## src/rtl/sha3_pkg.sv

```systemverilog
// sha3_pkg: shared constants and types for the SHA-3 padder slice.
//   - rate / words-per-block tables for the four rate selects
//   - SHA-3 multi-rate padding bytes
//   - padder FSM state type
package sha3_pkg;

  localparam int WORD_W = 32;

  localparam int RATE_576  = 576;
  localparam int RATE_832  = 832;
  localparam int RATE_1088 = 1088;
  localparam int RATE_1152 = 1152;

  localparam logic [5:0] WORDS_576  = 6'd18;
  localparam logic [5:0] WORDS_832  = 6'd26;
  localparam logic [5:0] WORDS_1088 = 6'd34;
  localparam logic [5:0] WORDS_1152 = 6'd36;

  localparam logic [7:0] PAD_DOMAIN = 8'h06;
  localparam logic [7:0] PAD_FINAL  = 8'h80;

  typedef enum logic [1:0] {
    FILL = 2'd0,
    PAD  = 2'd1,
    FULL = 2'd2
  } state_t;

  // Number of 32-bit words in one rate-sized block.
  function automatic logic [5:0] words_per_block(input logic [1:0] sel);
    logic [5:0] n;
    case (sel)
      2'd0:    n = WORDS_576;
      2'd1:    n = WORDS_832;
      2'd2:    n = WORDS_1088;
      default: n = WORDS_1152;
    endcase
    return n;
  endfunction

endpackage

```

## src/rtl/sha3_padder_if.sv

```systemverilog
// sha3_padder_if: bundles the padder's word-input and block-output signals.
//   master : message driver / permutation side (drives words and f_ack)
//   slave  : the padder itself
// Handshake: a word transfers on a rising clk edge where in_ready=1 and
// buffer_full=0. A block is valid while out_ready=1 and is retired by a
// single-cycle f_ack pulse; f_ack with out_ready=0 has no effect.
interface sha3_padder_if #(parameter int MAX_RATE = 1152);
  logic [31:0]         in;
  logic                in_ready;
  logic                is_last;
  logic [1:0]          byte_num;
  logic [1:0]          out_size;
  logic                buffer_full;
  logic [MAX_RATE-1:0] out;
  logic                out_ready;
  logic                f_ack;
  logic                last_block;
  logic [1:0]          out_size_q;

  modport master (
    output in, in_ready, is_last, byte_num, out_size, f_ack,
    input  buffer_full, out, out_ready, last_block, out_size_q
  );

  modport slave (
    input  in, in_ready, is_last, byte_num, out_size, f_ack,
    output buffer_full, out, out_ready, last_block, out_size_q
  );
endinterface

```

## src/rtl/sha3_pad_word.sv

```systemverilog
// sha3_pad_word: builds the 32-bit word shifted into the block buffer.
//   in         : message word, first byte in [31:24]
//   byte_num   : valid bytes in a last word (0..3)
//   is_last    : in is the final message word
//   pad_zero   : insert a padding-only word (PAD state)
//   final_slot : this word lands in the last slot of the block
//   word       : resulting word
module sha3_pad_word
  import sha3_pkg::*;
(
  input  logic [WORD_W-1:0] in,
  input  logic [1:0]        byte_num,
  input  logic              is_last,
  input  logic              pad_zero,
  input  logic              final_slot,
  output logic [WORD_W-1:0] word
);

  logic [WORD_W-1:0] keep_mask;
  logic [WORD_W-1:0] domain_bits;

  // Keep the valid leading bytes; the domain byte goes right after them.
  always_comb begin
    keep_mask   = '0;
    domain_bits = '0;
    case (byte_num)
      2'd0: begin
        keep_mask   = 32'h0000_0000;
        domain_bits = {PAD_DOMAIN, 24'h0};
      end
      2'd1: begin
        keep_mask   = 32'hFF00_0000;
        domain_bits = {8'h0, PAD_DOMAIN, 16'h0};
      end
      2'd2: begin
        keep_mask   = 32'hFFFF_0000;
        domain_bits = {16'h0, PAD_DOMAIN, 8'h0};
      end
      default: begin
        keep_mask   = 32'hFFFF_FF00;
        domain_bits = {24'h0, PAD_DOMAIN};
      end
    endcase
  end

  always_comb begin
    word = in;
    if (pad_zero) begin
      word = '0;
    end else if (is_last) begin
      word = (in & keep_mask) | domain_bits;
    end
    // The closing pad bit only exists in a padded block, never in plain data.
    if (final_slot && (pad_zero || is_last)) begin
      word[7:0] = word[7:0] | PAD_FINAL;
    end
  end

endmodule

```

## src/rtl/sha3_padder.sv

```systemverilog
// sha3_padder: accepts 32-bit message words, applies SHA-3 padding and
// presents rate-sized blocks (MSB-aligned to the rate) to the permutation.
//   clk, reset : clock, asynchronous active-high reset
//   bus        : sha3_padder_if slave (word input, block output, f_ack)
//   state_dbg  : current FSM state for observation
module sha3_padder
  import sha3_pkg::*;
#(
  parameter int MAX_RATE = 1152
) (
  input  logic          clk,
  input  logic          reset,
  sha3_padder_if.slave  bus,
  output state_t        state_dbg
);

  state_t              state;
  logic [5:0]          count;
  logic [MAX_RATE-1:0] blk_q;
  logic                out_ready_q;
  logic                buffer_full_q;
  logic                last_q;
  logic [1:0]          size_q;
  logic                pad_done;
  logic                in_msg;      // a message is in progress; rate is locked

  logic [5:0]          n_words;
  logic                final_slot;
  logic [WORD_W-1:0]   pad_word;

  // The first word of a message uses the live rate select; it is latched
  // on that same edge, so slot arithmetic must not wait for size_q.
  assign n_words    = words_per_block(in_msg ? size_q : bus.out_size);
  assign final_slot = (count == n_words - 6'd1);

  sha3_pad_word u_pad_word (
    .in         (bus.in),
    .byte_num   (bus.byte_num),
    .is_last    (bus.is_last),
    .pad_zero   (state == PAD),
    .final_slot (final_slot),
    .word       (pad_word)
  );

  always_ff @(posedge clk or posedge reset) begin
    if (reset) begin
      state         <= FILL;
      count         <= '0;
      blk_q         <= '0;
      out_ready_q   <= 1'b0;
      buffer_full_q <= 1'b0;
      last_q        <= 1'b0;
      size_q        <= 2'd0;
      pad_done      <= 1'b0;
      in_msg        <= 1'b0;
    end else begin
      case (state)
        FILL: begin
          if (bus.in_ready) begin
            blk_q <= {blk_q[MAX_RATE-WORD_W-1:0], pad_word};
            count <= count + 6'd1;
            if (!in_msg) begin
              size_q <= bus.out_size;
              in_msg <= 1'b1;
            end
            if (bus.is_last) begin
              pad_done <= 1'b1;
            end
            if (final_slot) begin
              state         <= FULL;
              out_ready_q   <= 1'b1;
              buffer_full_q <= 1'b1;
              last_q        <= bus.is_last;
            end else if (bus.is_last) begin
              state         <= PAD;
              buffer_full_q <= 1'b1;
            end
          end
        end
        PAD: begin
          blk_q <= {blk_q[MAX_RATE-WORD_W-1:0], pad_word};
          count <= count + 6'd1;
          if (final_slot) begin
            state       <= FULL;
            out_ready_q <= 1'b1;
            last_q      <= pad_done;
          end
        end
        FULL: begin
          // Block is held until consumed; padding always fits in the
          // current block, so the next state is always FILL.
          if (bus.f_ack) begin
            state         <= FILL;
            out_ready_q   <= 1'b0;
            buffer_full_q <= 1'b0;
            last_q        <= 1'b0;
            count         <= '0;
            if (last_q) begin
              pad_done <= 1'b0;
              in_msg   <= 1'b0;
            end
          end
        end
        default: state <= FILL;
      endcase
    end
  end

  assign bus.out         = blk_q;
  assign bus.out_ready   = out_ready_q;
  assign bus.buffer_full = buffer_full_q;
  assign bus.last_block  = last_q;
  assign bus.out_size_q  = size_q;
  assign state_dbg       = state;

endmodule
```

## src/flat_wrapper.sv

```systemverilog
// flat-port wrapper written by rule: the top's interface ports become plain ports
module sha3_padder_flat import sha3_pkg::*;
#(
  parameter int MAX_RATE = 1152
)
  (clk, reset, state_dbg, bus_in, bus_in_ready, bus_is_last, bus_byte_num, bus_out_size, bus_f_ack, bus_buffer_full, bus_out, bus_out_ready, bus_last_block, bus_out_size_q);
  sha3_padder_if #(.MAX_RATE(MAX_RATE)) bus_i ();
  input  logic clk;
  input  logic reset;
  output state_t state_dbg;
  input wire logic [$bits(bus_i.in)-1:0] bus_in;
  input wire logic [$bits(bus_i.in_ready)-1:0] bus_in_ready;
  input wire logic [$bits(bus_i.is_last)-1:0] bus_is_last;
  input wire logic [$bits(bus_i.byte_num)-1:0] bus_byte_num;
  input wire logic [$bits(bus_i.out_size)-1:0] bus_out_size;
  input wire logic [$bits(bus_i.f_ack)-1:0] bus_f_ack;
  output wire logic [$bits(bus_i.buffer_full)-1:0] bus_buffer_full;
  output wire logic [$bits(bus_i.out)-1:0] bus_out;
  output wire logic [$bits(bus_i.out_ready)-1:0] bus_out_ready;
  output wire logic [$bits(bus_i.last_block)-1:0] bus_last_block;
  output wire logic [$bits(bus_i.out_size_q)-1:0] bus_out_size_q;
  assign bus_i.in = bus_in;
  assign bus_i.in_ready = bus_in_ready;
  assign bus_i.is_last = bus_is_last;
  assign bus_i.byte_num = bus_byte_num;
  assign bus_i.out_size = bus_out_size;
  assign bus_i.f_ack = bus_f_ack;
  assign bus_buffer_full = bus_i.buffer_full;
  assign bus_out = bus_i.out;
  assign bus_out_ready = bus_i.out_ready;
  assign bus_last_block = bus_i.last_block;
  assign bus_out_size_q = bus_i.out_size_q;
  sha3_padder #(.MAX_RATE(MAX_RATE)) u_core (.clk(clk), .reset(reset), .bus(bus_i), .state_dbg(state_dbg));
endmodule
```

## config.mk

```make
export PLATFORM = sky130hd
export DESIGN_NAME = sha3_padder_flat
export DESIGN_NICKNAME = d
export VERILOG_FILES = /design/src/rtl/sha3_pkg.sv /design/src/rtl/sha3_padder_if.sv /design/src/rtl/sha3_pad_word.sv /design/src/rtl/sha3_padder.sv /design/src/flat_wrapper.sv
export SDC_FILE = /design/constraint.sdc
export NUM_CORES = 2
export LEC_CHECK = 0
export ABC_AREA = 1
export BUFFER_PORTS_ARGS = -buffer_cell sky130_fd_sc_hd__buf_2
export CORE_AREA = 2 2 465 467
export DETAILED_ROUTE_END_ITERATION = 10
export DIE_AREA = 0 0 467 469
export PLACE_DENSITY = 0.45
export SLEW_MARGIN = 20
export SYNTH_ARGS = -nofsm -noshare
export SYNTH_HDL_FRONTEND = slang
export SYNTH_SLANG_ARGS = --single-unit
export TNS_END_PERCENT = 50
```

## constraint.sdc

```tcl
create_clock -name clk -period 47.3 [get_ports clk]
set_input_delay 9.46 -clock clk [delete_from_list [all_inputs] [get_ports clk]]
set_output_delay 9.46 -clock clk [all_outputs]
set_load 0.1 [all_outputs]
```

; Word-level counts from Yosys, hierarchy flattened
; Cells that the tools add are included.
[op_classes]
n_addsub = 2
n_mul = 0
n_div = 0
n_lt_le_gt_ge = 0
n_eq_ne = 14
n_shift = 0
n_mux = 36
bitwise = 2
reduce_logical = 16
[op_table]
columns = operator, n
row1 = case mux 1152 bit (2 select lines), 1
row2 = two-way mux 1152 bit, 1
row3 = case mux 32 bit (3 select lines), 1
row4 = case mux 27 bit (3 select lines), 1
row5 = two-way mux 32 bit, 2
row6 = case mux 6 bit (3 select lines), 2
row7 = AND 32 bit, 1
row8 = bitwise OR 32 bit, 1
row9 = two-way mux 1 bit, 13
row10 = two-way mux 2 bit, 6
row11 = two-way mux 6 bit, 2
row12 = AND reduction 4 bit, 3
row13 = AND reduction 5 bit, 2
row14 = two-way mux 8 bit, 1
row15 = "inequality test 2 bit, second input constant", 4
row16 = "adder 6 x 1 -> 6 bit, second input constant", 1
row17 = "equality test 2 x 1 -> 1 bit, second input constant", 3
row18 = "equality test 2 bit, second input constant", 3
row19 = equality test 6 bit, 1
row20 = logical NOT 2 bit, 3
row21 = case mux 1 bit (2 select lines), 3
row22 = case mux 1 bit (3 select lines), 2
row23 = case mux 2 bit (3 select lines), 1
row24 = "subtractor 6 x 1 -> 6 bit, second input constant", 1
row25 = 8 further kinds, 11
[word_totals]
reg_bits = 1167
latchBits = 0
mem_bits_rw = 0
rom_bits = 0
input_bits = 41
word_cells = 79
n_memories = 0

; Longest topological paths before layout
[logic_depth]
depth_word = 9
depth_mapped = 12
mapped_depth_nobuf = 12

; Modules after synthesis
; From an unflattened synthesis, not the netlist that was laid out.
[unflattened]
hier_cells = 2750
area_unflattened_um2 = 44321.3
[by_module_without_submodules]
columns = mod, n_inst, cells_each, area_each_um2
row1 = sha3_padder, 1, 2673, 43979.7
row2 = sha3_pad_word, 1, 77, 341.6

; Least setup slack after synthesis
; No wires, ideal clock.
[synth_timing]
kind = input -> register
start = input port bus_in_ready
end = register u_core.blk_q[1006] (netlist: u_core.bus.out[1006])
setup_ns = 0.068
arrival_time_ns = 10.422
setup_slack_ns = 36.811
path_stages = 7
n_path_buf = 2
cell_sequence = nand2_2 o21ai_1 inv_2 clkbuf_1 clkbuf_1 nand2_1 nand2_1
[synth_via]
elab_chain_len = 2
[synth_lines]
columns = element, line_no
row1 = "start, declared", flat_wrapper.sv:12  ; input wire logic [$bits(bus_i.in_ready)-1:0] bus_in_ready;
row2 = inequality test 2 bit (no line), --
row3 = AND reduction 2 bit (no line), --
row4 = "end signal, assigned", sha3_padder.sv:60  ; blk_q <= {blk_q[MAX_RATE-WORD_W-1:0], pad_word};
row5 = "end signal, assigned", sha3_padder.sv:81  ; blk_q <= {blk_q[MAX_RATE-WORD_W-1:0], pad_word};
row6 = "end, declared", sha3_padder.sv:19  ; logic [MAX_RATE-1:0] blk_q;
; Every way passes these cells.
; A chain may end at the register's enable or synchronous reset.

; Worst setup path in the final report
[layout_timing]
start = input port bus_in_ready
end = register u_core.blk_q[594] (netlist: u_core.bus.out[594])
; Same word-level chain as after synthesis.

==> impl_metrics.toml <==
[outcome]
outcome = "finished clean"

[synthesis]
synth_common_cells = "nand2_1, dfrtp_1, buf_2"
ys.flop_type = "dfrtp_1"
netlist_instances = 4950
syn_nets = 4996
yosys.area.top_type = "dfrtp_1"
synth_cell_type_count = 28
synth-seq-cells = 1167
synthArstFlopShare = 1.00
synth_area_leaders = "dfrtp_1, nand2_1, buf_2, o21ai_0, buf_6"
avgSynthCellArea_um2 = 8.91
synth_edf_count = 0
yosysWarningCount = 0
synth.top_cell.area_share = 0.662
synth_area_um2 = 44100
post-synth-top-count-cell = "nand2_1"
ys_seq_area_frac = 0.662

[critical_path]
crit_path_start_kind = "input port"
r2r-end = "u_core.bus.out[594]"
timing.critical_path.from = "bus_in_ready"
cp.required_ns = 47.99
cp_slowest_cell = "buf_4"
reg2reg_depth = 12
end_kind = "flip-flop"
path_cells = "buf_2 -> nand2_2 -> o21ai_4 -> buf_4 -> buf_4 -> buf_12 -> buf_4 -> buf_4 -> buf_4 -> nand2_1 -> nand2_1"
rrSetupSlack_ns = 41.13
crit_top_cell = "buf_4"
crit_fanout = 172
worstPathArrival_ns = 14.68
worstReg2RegStart = "u_core.state_dbg[0]"
cpPeakStageDelay_ns = 0.84
crit_type = "input port to flip-flop"

[layout]
multi_input_area_um2 = 13300
layout-drive-gt1-share = 0.235
postLayoutCellArea_um2 = 57400
seq_area_um2 = 29200
nets = 6123
syn2layout_area_growth_pct = 30.1
fillCellCount = 23400
final_core_util = 0.268

[sta]
timing.final.crit_share = 0.296
hold_ws_ns = 0.466
slew_headroom = 0.268
fmax_mhz = 71.5
report.final.hold_viol_count = 0
min_period_ns = 13.99
drv_slew = 0
setup_viol = 0
rsz0062_at_grt = "false"
clock-skew-final_ns = 0.0290
tightest_slew_ns = 1.10
setup_tns_ns = 0

[hold_path]
hold_path_end = "u_core.bus.out[1128]"
min_path_type = "flip-flop to flip-flop"
hold_start = "u_core.bus.out[1128]"
holdPathStages = 2

[die]
die-height_um = 469
die-area_um2 = 219000
io_pins = 1200
rows = 170
fp.dieW_um = 467
fp.coreArea_um2 = 214000
initial_utilization = 0.206

[grt]
grt_pass1_vias = 36500
grt_use_total = 0.167
grt_max_degree = 206
antenna_found_initial = 12
grt-ovfl-total = 0
grt_pass1_wl_um = 268000

[clock_network]
cts-htree-levels = 4
post_cts_buffers = 0
path_clk_slew_ns = 0.06
clk_latency_ns = 0.78
clock_path_buffers = 3
clock_sinks = 1167
cts-buffers-inserted = 140
root_buffer = "clkbuf_16"
cts_tree = "yes"
hold_buffers = 0
cts_resized = 0

[drt]
drtPass1Iterations = 7
vias = 36900
wl_per_cell_um = 21.0
drt-total-wl_um = 190000
viasPerCell = 4.09
drt_iter0_drc = 2931
drc = 0
drtAntennaViolNets = 0

[placed_design]
port_buffers = 1199
gp_congestion = 0.883
place_area_um2 = 52700
hpwl_um = 143000

[run]
max_cap_violations = 0
## flip-flops by register name, indices dropped and copies added, names as in the netlist
| name | cells |
|---|---|
| u_core.bus.out_size_q | 2 |
| u_core.in_msg | 1 |
| u_core.bus.buffer_full | 1 |
| u_core.bus.out_ready | 1 |
| u_core.count | 6 |
| u_core.state_dbg | 2 |
| u_core.bus.last_block | 1 |
| u_core.pad_done | 1 |
| u_core.bus.out | 1152 |
## cells by family after synthesis
group / after synthesis / share of synthesized area
buffers and inverters: 320 / 0.0362
multiplexers: 1 / 0.000255
flip-flops: 1167 / 0.662
adder cells (fa/ha/maj): 5 / 0.00142
AND/OR/NAND/NOR: 3349 / 0.286
AO/OA/AOI/OAI: 108 / 0.0136
## cell usage in the layout (no fill, tap or decap), drive strengths merged, types with 11 or more instances in the layout
cell       n
buf     1237
clkbuf   220
clkinv    20
dfrtp   1167
diode     11
inv       74
nand2   3306
nand3     18
nor2      19
o21ai     86
## per-stage QoR
stage               worst slack [ns]  std cells
floorplan                       4.97       4950
global placement               32.39       8772
detailed placement             32.38       8772
CTS                            33.25       9024
global route                   32.94       9025
finish                         33.31       9036
## how the worst max path moves through the flow
stage | end | slack [ns] | depth (start not counted)
3_5_place_dp | u_core.bus.out[518] | 32.38 | 8
6_report | u_core.bus.out[594] | 33.31 | 11
2_1_floorplan | u_core.bus.buffer_full | 4.97 | 1
3_3_place_gp | u_core.bus.out[520] | 32.39 | 8
5_1_grt | u_core.bus.out[601] | 32.94 | 11
4_1_cts | u_core.bus.out[518] | 33.25 | 8
## worst max-delay path: cells and delay by family
kind	cells	cell delay, ns
simple gates	3	0.38
compound gates	1	0.14
buf+inv	7	4.34
## cell type report
type,instances,share of cell area
sequential,1167,0.509
clock buffer,220,0.0734
timing repair buffer,1237,0.111
multi-input combinational,3463,0.232
tap,2838,0.0619
antenna,11,0.000480
inverter,68,0.00471
clock inverter,32,0.00702
## metal layers
metal	wire length, µm	GRT usage
met3	16600	0.0615
met4	5400	0.0516
met1	73700	0.192
met5	30	0
met2	93900	0.288
Power is left out: the tool's default activity adds up to more than one toggle a clock period on the data nets, which glitch-free logic cannot reach.
